<file path="config.mk">
export PLATFORM = sky130hd
export DESIGN_NAME = instruction_mem_seq
export DESIGN_NICKNAME = d
export VERILOG_FILES = /design/src/rtl/mips_mem_pkg.sv /design/src/rtl/imem_array.sv /design/src/rtl/instruction_mem_seq.sv
export SDC_FILE = /design/constraint.sdc
export NUM_CORES = 2
export LEC_CHECK = 0
export BUFFER_PORTS_ARGS = -buffer_cell sky130_fd_sc_hd__buf_4
export CELL_PAD_IN_SITES_DETAIL_PLACEMENT = 1
export CELL_PAD_IN_SITES_GLOBAL_PLACEMENT = 1
export CORE_ASPECT_RATIO = 0.7
export CORE_UTILIZATION = 52
export DETAILED_ROUTE_END_ITERATION = 10
export PLACE_DENSITY_LB_ADDON = 0.1
export REMOVE_ABC_BUFFERS = 1
export SLEW_MARGIN = 20
export SYNTH_ARGS = -nofsm -noshare
export SYNTH_HDL_FRONTEND = slang
export SYNTH_HIERARCHICAL = 1
export SYNTH_SLANG_ARGS = --single-unit
export TNS_END_PERCENT = 50
</file>
<file path="constraint.sdc">
create_clock -name clk -period 2.48 [get_ports clk]
set_input_delay 0.248 -clock clk [delete_from_list [all_inputs] [get_ports clk]]
set_output_delay 0.248 -clock clk [all_outputs]
set_load 0.05 [all_outputs]
</file>
<file path="src/rtl/mips_mem_pkg.sv">
// Shared constants and payload types for the sequential instruction memory.
package mips_mem_pkg;

    // Fetch sequencer state encoding
    localparam logic [1:0] IDLE = 2'd0;
    localparam logic [1:0] WAIT = 2'd1;
    localparam logic [1:0] RESP = 2'd2;

    // Word returned on any fetch error
    localparam logic [31:0] NOP = 32'h0000_0000;

    // Wait-state down-counter width (covers 0..15)
    localparam int unsigned CNT_W = 4;

    // One fetch response: instruction word plus its error flags
    typedef struct packed {
        logic [31:0] instr;
        logic        err_misalign;
        logic        err_range;
    } resp_t;

endpackage

</file>
<file path="src/rtl/imem_array.sv">
// DEPTH x 32 instruction storage: one synchronous write port, one asynchronous read port.
module imem_array #(
    parameter int unsigned DEPTH = 64,
    parameter int unsigned IDX_W = $clog2(DEPTH)
) (
    input  logic             clk,
    input  logic             we,
    input  logic [IDX_W-1:0] waddr,
    input  logic [31:0]      wdata,
    input  logic [IDX_W-1:0] raddr,
    output logic [31:0]      rdata_c
);

    // Power-up contents are zero; reset never touches the array.
    logic [31:0] mem [DEPTH] = '{default: 32'h0};

    // Program-load write port
    always_ff @(posedge clk) begin
        if (we) begin
            mem[waddr] <= wdata;
        end
    end

    // Combinational read: a same-edge write is not yet visible, giving read-before-write
    assign rdata_c = mem[raddr];

endmodule

</file>
<file path="src/rtl/instruction_mem_seq.sv">
// Instruction memory with a request/response fetch port and configurable wait states.
module instruction_mem_seq
    import mips_mem_pkg::*;
#(
    parameter int unsigned DEPTH       = 64,
    parameter int unsigned WAIT_STATES = 1,
    parameter int unsigned IDX_W       = $clog2(DEPTH)
) (
    input  logic             clk,
    input  logic             reset,
    input  logic             req,
    input  logic [31:0]      addr,
    output logic             ready,
    output logic             rvalid,
    output logic [31:0]      instr,
    output logic             err_misalign,
    output logic             err_range,
    input  logic             prog_we,
    input  logic [IDX_W-1:0] prog_addr,
    input  logic [31:0]      prog_data
);

    logic [1:0]       state;
    logic [1:0]       state_nxt;
    logic [CNT_W-1:0] cnt;
    logic [CNT_W-1:0] cnt_nxt;
    logic             accept_c;
    logic             load_out_c;
    logic [IDX_W-1:0] rd_idx_c;
    logic [31:0]      rdata_c;
    resp_t            fetch_c;
    resp_t            resp_src_c;
    resp_t            hold;
    resp_t            out_q;

    assign accept_c = req && ready;
    assign rd_idx_c = addr[IDX_W+1:2];

    imem_array #(
        .DEPTH (DEPTH),
        .IDX_W (IDX_W)
    ) u_array (
        .clk     (clk),
        .we      (prog_we),
        .waddr   (prog_addr),
        .wdata   (prog_data),
        .raddr   (rd_idx_c),
        .rdata_c (rdata_c)
    );

    // Decode the incoming address into a response; errors force a NOP word
    always_comb begin
        fetch_c              = '0;
        fetch_c.err_misalign = (addr[1:0] != 2'b00);
        fetch_c.err_range    = ((addr >> (IDX_W + 2)) != 32'h0);
        fetch_c.instr        = (fetch_c.err_misalign || fetch_c.err_range) ? NOP : rdata_c;
    end

    // With no wait states the response bypasses the holding register
    assign resp_src_c = (WAIT_STATES == 0) ? fetch_c : hold;

    // Next-state, counter and output-load decisions
    always_comb begin
        state_nxt  = state;
        cnt_nxt    = cnt;
        load_out_c = 1'b0;
        case (state)
            IDLE, RESP: begin
                if (accept_c) begin
                    if (WAIT_STATES == 0) begin
                        state_nxt  = RESP;
                        load_out_c = 1'b1;
                    end else begin
                        state_nxt = WAIT;
                        cnt_nxt   = CNT_W'(WAIT_STATES);
                    end
                end else begin
                    state_nxt = IDLE;
                end
            end
            WAIT: begin
                cnt_nxt = cnt - CNT_W'(1);
                if (cnt == CNT_W'(1)) begin
                    state_nxt  = RESP;
                    load_out_c = 1'b1;
                end
            end
            default: begin
                state_nxt = IDLE;
                cnt_nxt   = '0;
            end
        endcase
    end

    // State, counter and handshake registers
    always_ff @(posedge clk or posedge reset) begin
        if (reset) begin
            state  <= IDLE;
            cnt    <= '0;
            ready  <= 1'b1;
            rvalid <= 1'b0;
        end else begin
            state  <= state_nxt;
            cnt    <= cnt_nxt;
            ready  <= (state_nxt != WAIT);
            rvalid <= (state_nxt == RESP);
        end
    end

    // Capture the fetched word and flags at accept so later array writes cannot disturb it
    always_ff @(posedge clk or posedge reset) begin
        if (reset) begin
            hold <= '0;
        end else if (accept_c) begin
            hold <= fetch_c;
        end
    end

    // Response registers: updated only when a response is presented, held otherwise
    always_ff @(posedge clk or posedge reset) begin
        if (reset) begin
            out_q <= '0;
        end else if (load_out_c) begin
            out_q <= resp_src_c;
        end
    end

    assign instr        = out_q.instr;
    assign err_misalign = out_q.err_misalign;
    assign err_range    = out_q.err_range;

endmodule

</file>
==> run_results.csv <==
group,metric,value,unit
run_status,outcome,"finished, violations left",
run_status,violations,"setup timing",
clocking,numCtsBuffers,195,
hold_path,hp-class,"input pin to register",
clocking,cts_tree,"done",
placed_design,dp.cells,5913,
sta,grt_setup_unrepaired,"no",
floorplan,die_width,474.2,um
clocking,clock_path_buffers,3,
clocking,postCtsSetupBuffers,0,
clocking,cts-root-buf,"clkbuf_16",
floorplan,placeableCoreArea,153900,um^2
sta,min_period,2500,ps
global_routing,globalRouteOverflowTotal,0,
sta,slew_viol_final,0,
setup_path,rr_startpoint,"u_array/mem[7][28]$_DFFE_PP_",
placed_design,io_buffers,109,
global_routing,grt_pass1_vias,42590,
setup_path,cp-endpoint,"hold[30]$_DFFE_PP0P_",
global_routing,grt_usage,30.35,%
detailed_routing,drtIter0Drc,5120,
cells_and_area,fillers,12360,
global_routing,grt_pass1_wl,328700,um
setup_path,critical_path.startpoint_type,"register",
setup_path,reg2reg_slack,-20,ps
logic_synthesis,synth_compound_area_share,1.876,%
floorplan,die_y,332.5,um
sta,worstMarginPinSlew,937.4,ps
cells_and_area,drive_gt1_share,34.13,%
placed_design,place_area,88310,um^2
logic_synthesis,ys_types,50,
placed_design,dpl.hpwl,136700,um
setup_path,crit_required,3170,ps
cells_and_area,syn2layout_area_growth,17.02,%
hold_path,worst_hold_path.num_cells,1,
logic_synthesis,synth_top_family_by_area,"multiplexers",
sta,hold_viol,0,
power_and_ir_drop,p_leak,0.03062,uW
setup_path,worstSetupPathType,"register to register",
cells_and_area,finalInstanceArea,94970,um^2
floorplan,row_count,120,
cells_and_area,stdcell_count,6305,
detailed_routing,wl_per_cell,37.47,um
detailed_routing,vias,41310,
placed_design,place_congestion,0.8127,
logic_synthesis,synth-adder-area-share,0.03084,%
sta,finalCritPeriodShare,100.8,%
global_routing,grt_max_degree,65,
sta,worst_slack,-19.52,ps
clocking,clock_sinks,2124,
logic_synthesis,postSynthCellCount,3555,
global_routing,antenna_found_initial,15,
detailed_routing,antenna_left,0,
clocking,clk_pin_slew,60,ps
logic_synthesis,synth_xor_area_share,0.02158,%
cells_and_area,fin_nets,4137,
detailed_routing,firstDrtPassIters,8,
logic_synthesis,avgSynthCellArea,22.83,um^2
logic_synthesis,synthMuxAreaShare,16.85,%
logic_synthesis,synth-edff-count,2048,
sta,slew_headroom,37.51,%
sta,skew,21.84,ps
run,maxCapViolCount,0,
logic_synthesis,ys_seq_area_share,78.13,%
logic_synthesis,synth_simple_gate_area_share,1.804,%
setup_path,cp.arrival,3190,ps
setup_path,r2r_cells,7,
setup_path,cp-startpoint,"u_array/mem[7][28]$_DFFE_PP_",
power_and_ir_drop,ir_worst_vdd,0.0007011,V
detailed_routing,via_per_inst,6.551,
logic_synthesis,ys_warn_count,6,
logic_synthesis,async_flop_share,3.578,%
floorplan,dieArea,157700,um^2
floorplan,io_pins,110,
detailed_routing,drc_errors,0,
clocking,htree_levels,4,
setup_path,r2r-end,"hold[30]$_DFFE_PP0P_",
power_and_ir_drop,power.density,789.9,nW/um^2
floorplan,start_util,52.73,%
setup_path,cp-end-kind,"register",
detailed_routing,totalWireLength,236300,um
sta,setup_viol,1,
logic_synthesis,synth_area,81150,um^2
logic_synthesis,ys_ff_latch,2124,
logic_synthesis,synthFlopType,"edfxtp_1",
sta,fmax,400.1,MHz
setup_path,cp_max_fo,1,
clocking,clk_latency,840,ps
-- repair_timing --
action	CTS	global route
setup endpoints to repair	6	5
gates resized for setup	6	5
hold buffers	25	0
pin swaps	0	0
gates cloned	0	0
hold endpoints to repair	524	0
-- routing by layer --
metal	share of wire [%]	GRT usage [%]	up-vias
met2	48	47.43	2194
li1	-	-	16130
met4	2.6	8.739	4
met1	41	43.86	22640
met3	9.1	6.061	341
met5	0.014	0	-
-- cells in the mapped netlist (2+ instances only) --
| cell | instances | area [um^2] |
|---|---|---|
| a21oi_1 | 63 | 315.3 |
| buf_2 | 67 | 335.3 |
| and2_1 | 3 | 18.77 |
| or3b_2 | 3 | 26.28 |
| nand2_1 | 61 | 229.0 |
| or3_1 | 3 | 18.77 |
| nor4_1 | 4 | 25.02 |
| mux2_2 | 6 | 67.56 |
| nor2_1 | 140 | 525.5 |
| edfxtp_1 | 2048 | 61500 |
| buf_12 | 3 | 60.06 |
| nor4_4 | 2 | 42.54 |
| inv_1 | 6 | 22.52 |
| nand3_1 | 6 | 30.03 |
| mux4_2 | 544 | 12250 |
| nor3_1 | 8 | 40.04 |
| nand2b_1 | 9 | 56.30 |
| buf_6 | 6 | 67.56 |
| nor2b_1 | 15 | 93.84 |
| a41o_1 | 4 | 40.04 |
| a22oi_1 | 12 | 90.09 |
| nand3b_1 | 5 | 37.54 |
| mux2_4 | 28 | 420.4 |
| o22ai_1 | 85 | 531.8 |
| a311oi_1 | 8 | 70.07 |
| clkbuf_1 | 80 | 300.3 |
| dfrtp_1 | 75 | 1877 |
| mux2i_1 | 93 | 930.9 |
| and3_1 | 4 | 25.02 |
| buf_1 | 21 | 78.83 |
| o221ai_1 | 27 | 236.5 |
| o21ai_1 | 30 | 150.1 |
| buf_4 | 25 | 187.7 |
| o21ai_0 | 4 | 20.02 |
| nand4_1 | 35 | 219.0 |
| o32ai_1 | 5 | 43.79 |
| or3b_1 | 2 | 17.52 |
| ha_1 | 2 | 25.02 |
| xnor2_1 | 2 | 17.52 |
-- cell usage in the layout (no fill, tap or decap), drive strengths merged, types with 12 or more instances in the layout --
| master | synthesis | routed |
|---|---|---|
| edfxtp | 2048 | 2048 |
| mux4 | 544 | 544 |
| buf | 122 | 486 |
| clkbuf | 80 | 259 |
| nor2 | 140 | 140 |
| mux2i | 93 | 93 |
| o22ai | 85 | 85 |
| dfrtp | 75 | 75 |
| clkinv | 0 | 75 |
| a21oi | 63 | 63 |
| nand2 | 61 | 61 |
| nand4 | 35 | 35 |
| o21ai | 34 | 34 |
| mux2 | 34 | 34 |
| o221ai | 27 | 27 |
| dlygate4sd3 | 0 | 25 |
| bufinv | 0 | 16 |
| nor2b | 15 | 15 |
| a22oi | 12 | 12 |
-- critical path: stages, from the launching register on --
cell      delay [ps]
edfxtp_1         380
mux4_2           480
o221ai_1         340
a21oi_1          200
a21oi_1          690
nor2_1           100
nand4_1          110
o21ai_1           60
-- how the worst min path moves through the flow --
stage                                          to          start
floorplan             u_array/mem[0][0]$_DFFE_PP_   prog_data[0]
global placement               cnt[0]$_DFFE_PP0P_          reset
detailed placement             cnt[3]$_DFFE_PP0P_          reset
CTS                 u_array/mem[13][11]$_DFFE_PP_  prog_data[11]
global route        u_array/mem[52][23]$_DFFE_PP_  prog_data[23]
finish              u_array/mem[52][23]$_DFFE_PP_  prog_data[23]
-- report_power, final --
| group | internal [uW] | switching [uW] |
|---|---|---|
| registers | 39600 | 130 |
| clock network | 17000 | 13200 |
| logic | 1950 | 3100 |
-- state kept, by name, summed over array words and instances (netlist names) --
name          cells
ready             1
hold             34
cnt               4
err_misalign      1
rvalid            1
state             2
u_array/mem    2048
instr            32
err_range         1
-- kinds of logic (layout without fill, tap and decap cells) --
kind of cell	Yosys count	after routing
buf+inv	208	878
mux	671	671
other cells	0	6
simple gates	307	307
compound gates	241	241
flops	2124	2124
fa+ha+maj	2	2
xor+xnor	2	2
-- through the flow --
stage	setup slack (ps)	hold WS (ps)	total power (uW)	util, %	setup TNS, ps
detailed placement	-826.8	468.7	45520	57.38	-15270
floorplan	-1111	346.9	42440	-	-132410
global placement	-876.2	450.6	45320	57.38	-14300
global route	5.885	6.856	76770	61.70	0
CTS	48.31	0.07377	75390	61.69	0
finish	-19.52	5.685	75020	61.71	-19.52
-- cell type report --
cell class	count	area, um^2	area share [%]
Antenna cell	6	15.01	0.01581
Clock buffer	259	5423	5.710
Sequential cell	2124	63400	66.76
Multi-Input combinational cell	1223	17240	18.15
Clock inverter	102	922.1	0.9710
Timing Repair Buffer	511	5348	5.631
Inverter	6	23.77	0.02503
Tap cell	2074	2595	2.732
Note: power is estimated with default switching activity, not from simulation.
